`src/rtl/audio_pkg.sv`:
```
// Shared audio types, reader FSM states and sample arithmetic helpers.
// Latency: n/a (types and pure functions only).
// Backpressure: n/a.
package audio_pkg;

    typedef logic signed [15:0] sample_t;

    typedef enum logic [1:0] {
        S_WAIT_READY = 2'd0,
        S_POP        = 2'd1,
        S_WAIT_ACK   = 2'd2
    } rd_state_t;

    localparam sample_t SAMPLE_MAX = 16'sh7FFF;
    localparam sample_t SAMPLE_MIN = 16'sh8000;

    // Mix a stereo pair to mono: widen, add, arithmetic shift, then clamp.
    // The clamp only bites when shift is 0 (a full-scale sum can need 17 bits).
    function automatic sample_t mix_mono(input sample_t l, input sample_t r, input int shift);
        logic signed [16:0] sum;
        sum = {l[15], l} + {r[15], r};
        sum = sum >>> shift;
        if (sum > 17'sd32767) begin
            return SAMPLE_MAX;
        end else if (sum < -17'sd32768) begin
            return SAMPLE_MIN;
        end else begin
            return sum[15:0];
        end
    endfunction

    // Magnitude with -32768 folded onto +32767 so the result stays in range.
    function automatic sample_t sample_abs(input sample_t m);
        if (m == SAMPLE_MIN) begin
            return SAMPLE_MAX;
        end else if (m < 0) begin
            return -m;
        end else begin
            return m;
        end
    endfunction

endpackage

```
`src/rtl/sample_fifo.sv`:
```
// Circular sample buffer with extra-MSB pointers; head is read straight from storage.
// Latency: a push is visible at the head one cycle later when the buffer was empty.
// Backpressure: push ignored when full unless popping the same cycle; pop ignored when empty.
module sample_fifo
    import audio_pkg::*;
#(
    parameter int DEPTH = 8
)
(
    input  logic    CLOCK_50,
    input  logic    reset,
    input  logic    i_push,
    input  sample_t i_push_dat,
    input  logic    i_pop,
    output logic    o_full,
    output logic    o_empty,
    output sample_t o_head
);
    localparam int AW = $clog2(DEPTH);

    sample_t       r_mem [DEPTH];
    logic [AW:0]   r_wr;
    logic [AW:0]   r_rd;
    logic          w_full;
    logic          w_empty;
    logic          w_do_pop;
    logic          w_do_push;

    assign w_empty   = (r_wr == r_rd);
    assign w_full    = (r_wr[AW] != r_rd[AW]) && (r_wr[AW-1:0] == r_rd[AW-1:0]);
    assign w_do_pop  = i_pop && !w_empty;
    // When full, a same-cycle pop frees the very slot the write lands in.
    assign w_do_push = i_push && (!w_full || w_do_pop);

    assign o_full  = w_full;
    assign o_empty = w_empty;
    assign o_head  = w_empty ? sample_t'(0) : r_mem[r_rd[AW-1:0]];

    // Pointer advance and storage write; pointers wrap through the extra MSB.
    always_ff @(posedge CLOCK_50) begin
        if (reset) begin
            r_wr <= '0;
            r_rd <= '0;
            for (int i = 0; i < DEPTH; i++) begin
                r_mem[i] <= '0;
            end
        end else begin
            if (w_do_push) begin
                r_mem[r_wr[AW-1:0]] <= i_push_dat;
                r_wr                <= r_wr + 1'b1;
            end
            if (w_do_pop) begin
                r_rd <= r_rd + 1'b1;
            end
        end
    end

endmodule

```
`src/rtl/audio_sample_reader.sv`:
```
// Drains codec ADC pairs, mixes to mono, buffers in sample_fifo, streams out valid/ready.
// Latency: read_ready sampled at edge N -> out_valid seen after edge N+1 (sampled high at N+2).
// Backpressure: codec is never stalled; a full buffer drops the sample and sets sticky overflow.
// Optional PEAK_METER_EN adds peak/peak_clr: running max of |mono| over pushed samples.
module audio_sample_reader
    import audio_pkg::*;
#(
    parameter int DEPTH = 8,
    parameter int SHIFT = 1
)
(
    input  logic        CLOCK_50,
    input  logic        reset,
    input  logic        read_ready,
    input  logic [15:0] readdata_left,
    input  logic [15:0] readdata_right,
    output logic        read_s,
    output logic        out_valid,
    output logic [15:0] out_data,
    input  logic        out_ready,
    output logic        overflow,
    input  logic        ovf_clr
`ifdef PEAK_METER_EN
    ,
    output logic [15:0] peak,
    input  logic        peak_clr
`endif
);
    rd_state_t r_state;
    logic      r_read_s;
    sample_t   r_left;
    sample_t   r_right;
    logic      r_overflow;

    sample_t   w_mono;
    logic      w_push_req;
    logic      w_pop;
    logic      w_full;
    logic      w_empty;
    logic      w_drop;
    sample_t   w_head;

    assign w_mono     = mix_mono(r_left, r_right, SHIFT);
    assign w_push_req = (r_state == S_POP);
    assign w_pop      = !w_empty && out_ready;
    assign w_drop     = w_push_req && w_full && !w_pop;

    assign read_s    = r_read_s;
    assign out_valid = !w_empty;
    assign out_data  = w_head;
    assign overflow  = r_overflow;

    // Codec handshake: capture pair, strobe read_s, wait for read_ready to fall.
    always_ff @(posedge CLOCK_50) begin
        if (reset) begin
            r_state  <= S_WAIT_READY;
            r_read_s <= 1'b0;
            r_left   <= '0;
            r_right  <= '0;
        end else begin
            case (r_state)
                S_WAIT_READY: begin
                    r_read_s <= 1'b0;
                    if (read_ready) begin
                        r_left  <= readdata_left;
                        r_right <= readdata_right;
                        r_state <= S_POP;
                    end
                end
                S_POP: begin
                    r_read_s <= 1'b1;
                    r_state  <= S_WAIT_ACK;
                end
                S_WAIT_ACK: begin
                    if (!read_ready) begin
                        r_read_s <= 1'b0;
                        r_state  <= S_WAIT_READY;
                    end
                end
                default: begin
                    r_read_s <= 1'b0;
                    r_state  <= S_WAIT_READY;
                end
            endcase
        end
    end

    // Sticky overflow; a drop in the same cycle as a clear keeps it set.
    always_ff @(posedge CLOCK_50) begin
        if (reset) begin
            r_overflow <= 1'b0;
        end else if (w_drop) begin
            r_overflow <= 1'b1;
        end else if (ovf_clr) begin
            r_overflow <= 1'b0;
        end
    end

    sample_fifo #(
        .DEPTH (DEPTH)
    ) u_fifo (
        .CLOCK_50   (CLOCK_50),
        .reset      (reset),
        .i_push     (w_push_req),
        .i_push_dat (w_mono),
        .i_pop      (w_pop),
        .o_full     (w_full),
        .o_empty    (w_empty),
        .o_head     (w_head)
    );

`ifdef PEAK_METER_EN
    sample_t r_peak;
    sample_t w_abs;
    logic    w_push_ok;

    assign w_abs     = sample_abs(w_mono);
    assign w_push_ok = w_push_req && !w_drop;
    assign peak      = r_peak;

    // Running peak of accepted samples; a clear coinciding with a push reloads from it.
    always_ff @(posedge CLOCK_50) begin
        if (reset) begin
            r_peak <= '0;
        end else if (w_push_ok) begin
            r_peak <= (peak_clr || (w_abs > r_peak)) ? w_abs : r_peak;
        end else if (peak_clr) begin
            r_peak <= '0;
        end
    end
`endif

endmodule

```
`config.mk`:
```
export PLATFORM = sky130hd
export DESIGN_NAME = audio_sample_reader
export DESIGN_NICKNAME = d
export VERILOG_FILES = /design/src/rtl/audio_pkg.sv /design/src/rtl/sample_fifo.sv /design/src/rtl/audio_sample_reader.sv
export SDC_FILE = /design/constraint.sdc
export NUM_CORES = 1
export LEC_CHECK = 0
export CAP_MARGIN = 10
export CORE_MARGIN = 4
export CORE_UTILIZATION = 45
export CTS_BUF_LIST = sky130_fd_sc_hd__clkbuf_8
export DETAILED_ROUTE_END_ITERATION = 12
export GPL_TIMING_DRIVEN = 0
export PLACE_DENSITY = 0.66
export SLEW_MARGIN = 20
export SYNTH_ARGS = -nofsm -noshare
export SYNTH_HDL_FRONTEND = slang
export SYNTH_SLANG_ARGS = --single-unit
```
`constraint.sdc`:
```
create_clock -name CLOCK_50 -period 2.4 [get_ports CLOCK_50]
set_clock_uncertainty 0.15 [all_clocks]
set_input_delay 0.6 -clock CLOCK_50 [delete_from_list [all_inputs] [get_ports CLOCK_50]]
set_output_delay 0.6 -clock CLOCK_50 [all_outputs]
set_load 0.01 [all_outputs]
```
Yosys cells after proc, flatten, opt, wreduce, memory -nomap -nowiden
Memory sizes are Yosys's and may differ from the RTL's. A register that Yosys moved wholly into a read port is not among the register bits.
Cells that the tools add are included.
{"block": "totals", "inputBits": 37, "ram_bits": 128, "register_bits": 44, "out_inout_bits": 19, "n_memories": 1}
{"name": "u_fifo.r_mem", "words": 8, "width": 16, "read_ports": 1, "rd_ports_with_merged_regs": 1, "write_ports": 8, "line_no": "sample_fifo.sv:21", "rtl": "sample_t r_mem [DEPTH];"}
{"block": "op_classes", "n_reduce_logical": 15, "mux": 20, "eq_ne": 7, "n_addsub": 3, "order_cmp": 2}
{"cell": "two-way mux 16 bit", "n": 4}
{"cell": "adder 16 x 16 -> 17 bit", "n": 1}
{"cell": "> comparator 16 bit, second input constant", "n": 1}
{"cell": "< comparator 16 bit, second input constant", "n": 1}
{"cell": "OR reduction 16 bit", "n": 1}
{"cell": "two-way mux 1 bit", "n": 9}
{"cell": "two-way mux 3 bit", "n": 3}
{"cell": "adder 4 x 1 -> 4 bit, second input constant", "n": 2}
{"cell": "logical AND 1 bit", "n": 6}
{"cell": "case mux 2 bit (3 select lines)", "n": 1}
{"cell": "equality test 4 bit", "n": 1}
{"cell": "two-way mux 2 bit", "n": 2}
{"cell": "!= test 2 bit, second input constant", "n": 2}
{"cell": "AND reduction 2 bit", "n": 2}
{"cell": "equality test 3 bit", "n": 1}
{"cell": "zero test 1 bit", "n": 3}
{"cell": "equality test 2 x 1 -> 1 bit, second input constant", "n": 1}
{"cell": "equality test 2 bit, second input constant", "n": 1}
{"cell": "zero test 2 bit", "n": 1}
{"cell": "case mux 1 bit (2 select lines)", "n": 1}
{"cell": "nonzero test 2 bit", "n": 1}
{"cell": "logical OR 1 bit", "n": 1}
{"cell": "!= test 1 bit", "n": 1}

Logic depth before layout (Yosys ltp)
Gate-level depths: netlist (run 1).
{"block": "logic_depth", "ltp_word": 11, "ltp_mapped": 8, "depth_no_buf": 7}

By module
A second synthesis (run 1) with hierarchy kept.
{"block": "unflattened", "cells_unflattened": 722, "area_unflattened_um2": 8363.0}
{"module": "sample_fifo", "seq_area_each_um2": 4063.9, "n_inst": 1, "cells_each": 471, "area_per_inst_um2": 6428.7}
{"module": "audio_sample_reader", "seq_area_each_um2": 720.7, "n_inst": 1, "cells_each": 251, "area_per_inst_um2": 1934.4}

Least setup slack after synthesis (run 1)
Ideal clock, no wire load.
{"block": "synth_path", "path_type": "register to register", "start": "register r_left[0]", "end": "memory u_fifo.r_mem[0][13] (netlist bit), data pin", "path_stages_with_launch": 8, "setup_ns": 0.278, "synth_period_minus_slack_ns": 2.441, "arrival_ns": 2.013, "path_slack_ns": -0.041, "path_buffers": 0, "cell_sequence": "dfxtp_1 -> and2_1 -> fa_1 -> a211oi_1 -> o21ai_1 -> o2111a_1 -> mux2i_1 -> a21oi_1"}
{"element": "start: declaration", "line_no": "audio_sample_reader.sv:31", "rtl": "sample_t r_left;"}
{"element": "start signal: assignment", "line_no": "audio_sample_reader.sv:65", "rtl": "r_left <= readdata_left;"}
{"element": "end: declaration", "line_no": "sample_fifo.sv:21"}

==> results of run 1 <==
==> cell usage in the layout (no fill, tap or decap), drive strengths merged, types with 4 or more instances in the layout <==
cell           instances
and4                   4
xor2                   7
nand2                 71
nor3                  18
edfxtp               128
a21oi                 75
inv                   14
dfxtp                 47
nor2                 113
buf                   69
mux4                  32
xnor2                 10
a211oi                 4
nand3                  9
mux2i                 20
nor3b                 11
ha                    17
nand2b                12
a21o                   6
o21ai                 11
clkdlybuf4s50         37
clkbuf                33
o211ai                 4
==> sequential cells by signal, indices dropped and copies added, names as in the netlist, named ones only <==
register and cells:
u_fifo.r_rd 4, r_right 16, u_fifo.r_mem 128, u_fifo.r_wr 4, read_s 1, overflow 1, r_left 16, r_state 2
==> Yosys cell counts, types with 2 or more instances <==
cell and count:
xor2_1 7, mux4_2 32, o211ai_1 4, nor2b_1 3
dfxtp_1 47, nor3_2 2, a211oi_1 4, nor3_1 16
mux2i_1 20, o21ai_0 10, and3_1 2, o2111ai_1 3
nand2_1 70, and2_1 3, nand3_2 4, nand3_1 5
inv_1 6, nor3b_1 10, buf_1 3, nor2_1 113
a21boi_1 2, o21a_1 2, a21o_1 6, nand2b_1 11
nand3b_1 3, a21oi_1 75, o22a_1 2, and3b_1 2
ha_1 17, clkbuf_1 20, a31oi_1 3, and4_1 4
xnor2_1 10, nand4_2 2, or2_2 2, edfxtp_1 128
nand4b_4 2, buf_2 14
==> cell type report <==
cell class	instances	area share [%]
timing repair buffer	91	8.67
clock buffer	17	2.23
clock inverter	15	1.89
buffer	32	2.22
tap	229	2.73
multi-input combinational	465	36.1
inverter	6	0.239
sequential	175	45.9
==> cell families after synthesis <==
| family | count (synthesis) | synth area share (%) |
|---|---|---|
| xor+xnor | 17 | 1.81 |
| mux | 52 | 11.2 |
| flops | 175 | 58.2 |
| buf+inv | 45 | 2.33 |
| fa+ha+maj | 18 | 2.83 |
| simple gates | 261 | 15.5 |
| compound gates | 117 | 8.17 |
==> final timing paths <==
| kind | startpoint | to | slack [ns] | cells after the start |
|---|---|---|---|---|
| max | register | out_data[14] | -0.45 | 7 |
| min | r_left[14]$_SDFFE_PP0P_ | r_left[14]$_SDFFE_PP0P_ | 0.32 | 2 |
| max reg2reg | r_left[0]$_SDFFE_PP0P_ | u_fifo.r_mem[2][11]$_SDFFCE_PN0P_ | -0.05 | 8 |
| min reg2reg | r_left[14]$_SDFFE_PP0P_ | r_left[14]$_SDFFE_PP0P_ | 0.32 | 2 |
==> metal layers <==
layer  up-vias  GRT usage [%]  part of all wire (%)
li1       2722              -                     -
met1      2811           25.3                    41
met2       183           35.8                    51
met3        31           3.82                   6.2
met4         0           6.65                   1.6
met5         -              0                     0
==> worst max-delay path, stage by stage, from the launching register on <==
cell and delay, ns:
dfxtp_4 0.43, buf_12 0.14, buf_16 0.13, buf_6 0.10, mux4_2 0.48, mux2i_1 0.13
nor2_1 0.08, buf_2 0.14
==> per-stage QoR <==
step           power (mW)  util, %  setup TNS (ns)
2_1_floorplan        4.20        -               0
3_3_place_gp         4.59     50.4         -133.01
3_5_place_dp         4.62     50.4         -144.57
4_1_cts              7.14     56.1           -6.79
5_1_grt              7.51     58.3          -10.31
6_report             7.24     58.3           -6.53
==> report_power, final <==
part	switching, mW	total (mW)	internal, mW
combinational	0.760	1.56	0.805
sequential	0.0757	3.44	3.37
clock	1.17	2.23	1.07
total	2.00	7.24	5.24
==> timing repair <==
item / 4_1_cts / 5_1_grt
pin swaps: 10 / 27
endpoints found under the setup margin: 233 / 195
gates cloned: 2 / 0
endpoints found under the hold margin: 0 / 0
setup buffers: 26 / 9
resized for setup: 165 / 75
==> results_dict.tcl, run 1 <==
set metrics [dict create \
    outcome "finished, violations left" \
    violations "setup timing" \
    worstHoldPathType "reg -> reg" \
    dp_slack_ns -0.858 \
    drt_wl_total_um 20200 \
    synth_cells 685 \
    synth_edf_count 128 \
    seq_area_frac_synth_pct 58.2 \
    fp.dieArea_um2 20500 \
    vias 5747 \
    fmax_mhz 351 \
    placedInstanceArea_um2 9050 \
    overflow 0 \
    gp_congestion 0.891 \
    syn_nets 740 \
    via_per_inst 5.58 \
    whs_ns 0.320 \
    fin_nets 843 \
    crit_type "reg -> out" \
    drc 0 \
    drtIter0Drc 366 \
    power.leakage_nw 3.64 \
    p_per_area_nw_per_um2 691 \
    finalCriticalPeriod_ns 2.85 \
    die_h_um 143 \
    start_util_pct 45.8 \
    yosys_most_used_dff "edfxtp_1" \
    io_buffers 54 \
    dp_hpwl_um 13300 \
    area_delta_synth_final_pct 27.4 \
    crit_arrival_ns 2.10 \
    synth_top_area_cell "edfxtp_1" \
    die_w_um 143 \
    grt_pass1_vias 5815 \
    worst_slack_ns -0.448 \
    grt_max_degree 18 \
    cts-root-buf "clkbuf_8" \
    worst_pin_slew_ns 0.831 \
    ys_types 54 \
    hold_viol 0 \
    synth_area_leaders "edfxtp_1 (47%), dfxtp_1 (11%), mux4_2 (8.8%)" \
    crit_fanout 5 \
    row_count 49 \
    ios 56 \
    rsz0062_at_grt "yes" \
    ctsHoldBuffers 0 \
    syn_avg_cell_area_um2 12.0 \
    syn_area_um2 8220 \
    dpl.cell_count 968 \
    setup_viol 30 \
    maxCapViolations 0 \
    cts_tree "built" \
    yosysWarnings 0 \
    antenna_found_initial 0 \
    drive_gt1_share_pct 32.2 \
    insertedDiodeCount 0 \
    async_reset_ff_share_pct 0 \
    grt_pass1_wl_um 31300 \
    first_pass_iters 4 \
    htreeDepth 4 \
    numCtsBuffers 17 \
    wl_per_cell_um 19.6 \
    antenna_left 0 \
    ff_latch_area_um2 4810 \
    synth_seq_cells 175 \
    critPathCaptureType "primary output" \
    grt_usage_pct 20.3 \
    fin_crit_sh_pct 119 \
    fillers 1401 \
    synth_top_area_share_pct 46.8 \
    crit_path_start_kind "register" \
    clk_path_buf_depth 2 \
    clk_pin_slew_ns 0.10 \
    slew-limit-headroom_pct 44.2 \
    clock_latency_ns 0.48 \
    layoutNonFillerInstCount 1030 \
    cp.required_ns 1.65 \
    core_area_um2 18000 \
    multi_input_area_um2 3780 \
    clock_sinks 175 \
    finalMaxSlewViolations 0 \
    design_area_um2 10500 \
    peakVddDrop_mv 0.376 \
]
No activity file was read; power rests on OpenSTA's default activity.
==> inputs of run 2 (changes only) <==
--- a/config.mk
+++ b/config.mk
@@ -10,8 +10,8 @@
 export CORE_UTILIZATION = 45
 export CTS_BUF_LIST = sky130_fd_sc_hd__clkbuf_8
 export DETAILED_ROUTE_END_ITERATION = 12
+export DONT_BUFFER_PORTS = 1
 export GPL_TIMING_DRIVEN = 0
-export PLACE_DENSITY = 0.66
 export SLEW_MARGIN = 20
 export SYNTH_ARGS = -nofsm -noshare
 export SYNTH_HDL_FRONTEND = slang
==> results_dict.tcl, run 2 (synthesis gave the netlist of run 1 again) <==
set metrics [dict create \
    cp.required_ns 1.65 \
    layoutNonFillerInstCount 968 \
    maxCapViolations 0 \
    antenna_left 0 \
    crit_arrival_ns 1.88 \
    peakVddDrop_mv 0.362 \
    crit_fanout 10 \
    layout_common_cells "edfxtp_1 (128), nor2_1 (104), nand2_1 (70), a21oi_1 (54)" \
    io_buffers 0 \
    crit_type "reg -> out" \
    fmax_mhz 380 \
    finalMaxSlewViolations 0 \
    crit_path_start_kind "register" \
    design_area_um2 9800 \
    hp-start "readdata_right[5]" \
    violations "setup timing" \
    fillers 1529 \
    hold_viol 0 \
    clk_path_buf_depth 2 \
    top_usage_layer "met2" \
    antenna_found_initial 0 \
    ff_latch_area_um2 4810 \
    clock_latency_ns 0.46 \
    rsz0062_at_grt "yes" \
    critPathCaptureType "primary output" \
    outcome "finished, violations left" \
    whs_ns 0.113 \
    vias 5524 \
    setup_viol 23 \
    clock_sinks 175 \
    cts-root-buf "clkbuf_8" \
    worstHoldPathType "in -> reg" \
    start_util_pct 45.8 \
    grt_use_met2_pct 34.7 \
    multi_input_area_um2 3780 \
    worst_slack_ns -0.229 \
    clk_pin_slew_ns 0.10 \
    largest_reg_flops 128 \
    grt_pass1_vias 5565 \
    die_h_um 143 \
    rr_startpoint "r_right[0]$_SDFFE_PP0P_" \
    grt_usage_pct 20.4 \
    drtIter0Drc 374 \
    fin_crit_sh_pct 110 \
    final_common_cell "edfxtp_1" \
    top_regs "u_fifo.r_mem: 128 flops, r_left: 16 flops, r_right: 16 flops" \
    first_pass_iters 4 \
    ios 56 \
    area_delta_synth_final_pct 19.2 \
    grt_use_met1_pct 27.1 \
    overflow 0 \
    worst_pin_slew_ns 0.845 \
    insertedDiodeCount 0 \
    dp_hpwl_um 13400 \
    dpl.cell_count 914 \
    drive_gt1_share_pct 31.4 \
    slew-limit-headroom_pct 43.2 \
    core_area_um2 18000 \
    grt_use_met3_pct 4.12 \
    p_per_area_nw_per_um2 678 \
    htreeDepth 4 \
    grt_pass1_wl_um 31100 \
    wl_per_cell_um 20.9 \
    power.leakage_nw 3.31 \
    fin_nets 782 \
    row_count 49 \
    p_total_mw 6.64 \
    top_register "u_fifo.r_mem" \
    drt_wl_total_um 20300 \
    die_w_um 143 \
    via_per_inst 5.71 \
    gp_congestion 0.781 \
    numCtsBuffers 17 \
    drc 0 \
    placedInstanceArea_um2 8510 \
    fp.dieArea_um2 20500 \
    grt_max_degree 17 \
    cts_tree "built" \
    finalCriticalPeriod_ns 2.63 \
]
run 2: changes by cell type in the layout (fill, tap and decap cells not counted), sizes merged:
cell | before | now
clkinvlp | 1 | 4
inv | 14 | 12
bufinv | 3 | 0
clkinv | 3 | 4
clkdlybuf4s50 | 37 | 0
buf | 69 | 45
run 2: path summary, 6_finish.rpt:
kind	end	slack, ns	cells after the start
setup / recovery	out_data[8]	-0.23	4
hold / removal	r_right[5]$_SDFFE_PP0P_	0.11	2
setup reg to reg	u_fifo.r_mem[7][15]$_SDFFCE_PN0P_	-0.03	8
hold reg to reg	r_right[14]$_SDFFE_PP0P_	0.31	2
run 2: critical path, cell delays in order (launching register included):
cell and delay (ns):
dfxtp_4 0.42, buf_12 0.17, mux4_2 0.53, mux2i_2 0.21, nor2_2 0.09
run 2: through the flow:
| step | utilization, % | setup TNS (ns) | worst slack, ns |
|---|---|---|---|
| global route | 54.5 | -6.50 | -0.321 |
| detailed placement | 47.4 | -91.47 | -0.737 |
| CTS | 52.1 | -3.70 | -0.290 |
| floorplan | - | 0 | 0.0196 |
| finish | 54.5 | -2.95 | -0.229 |
| global placement | 47.4 | -82.96 | -0.662 |
run 2: report_power, final:
group	leakage, nW	internal, mW	total, mW	switching, mW
Sequential	1.72	3.37	3.44	0.0737
Clock	0.165	0.726	1.84	1.12
Combinational	1.43	0.625	1.36	0.731
Total	3.31	4.72	6.64	1.92
run 2: area by class of cell:
cell class                 count  share of cell area [%]
buffer                        33                    2.49
clock buffer                  17                    2.39
clock inverter                14                    1.11
inverter                       6                   0.255
multi-input combinational    465                    38.6
sequential                   175                    49.1
tap                          229                    2.92
timing repair buffer          29                    3.07
run 2: metal layers:
layer	vias up	share of wire [%]	routed length [µm]
met5	-	0	0
li1	2593	-	-
met3	22	6.3	1270
met2	184	50	10200
met4	0	1.4	277
met1	2725	42	8510
run 2: repair_timing:
action,in CTS,in global routing
pin swaps,12,20
gates resized for setup,98,72
hold buffers,0,0
buffers inserted,12,16
setup endpoints to repair,232,206
gates cloned,1,0
endpoints found under the hold margin,0,0
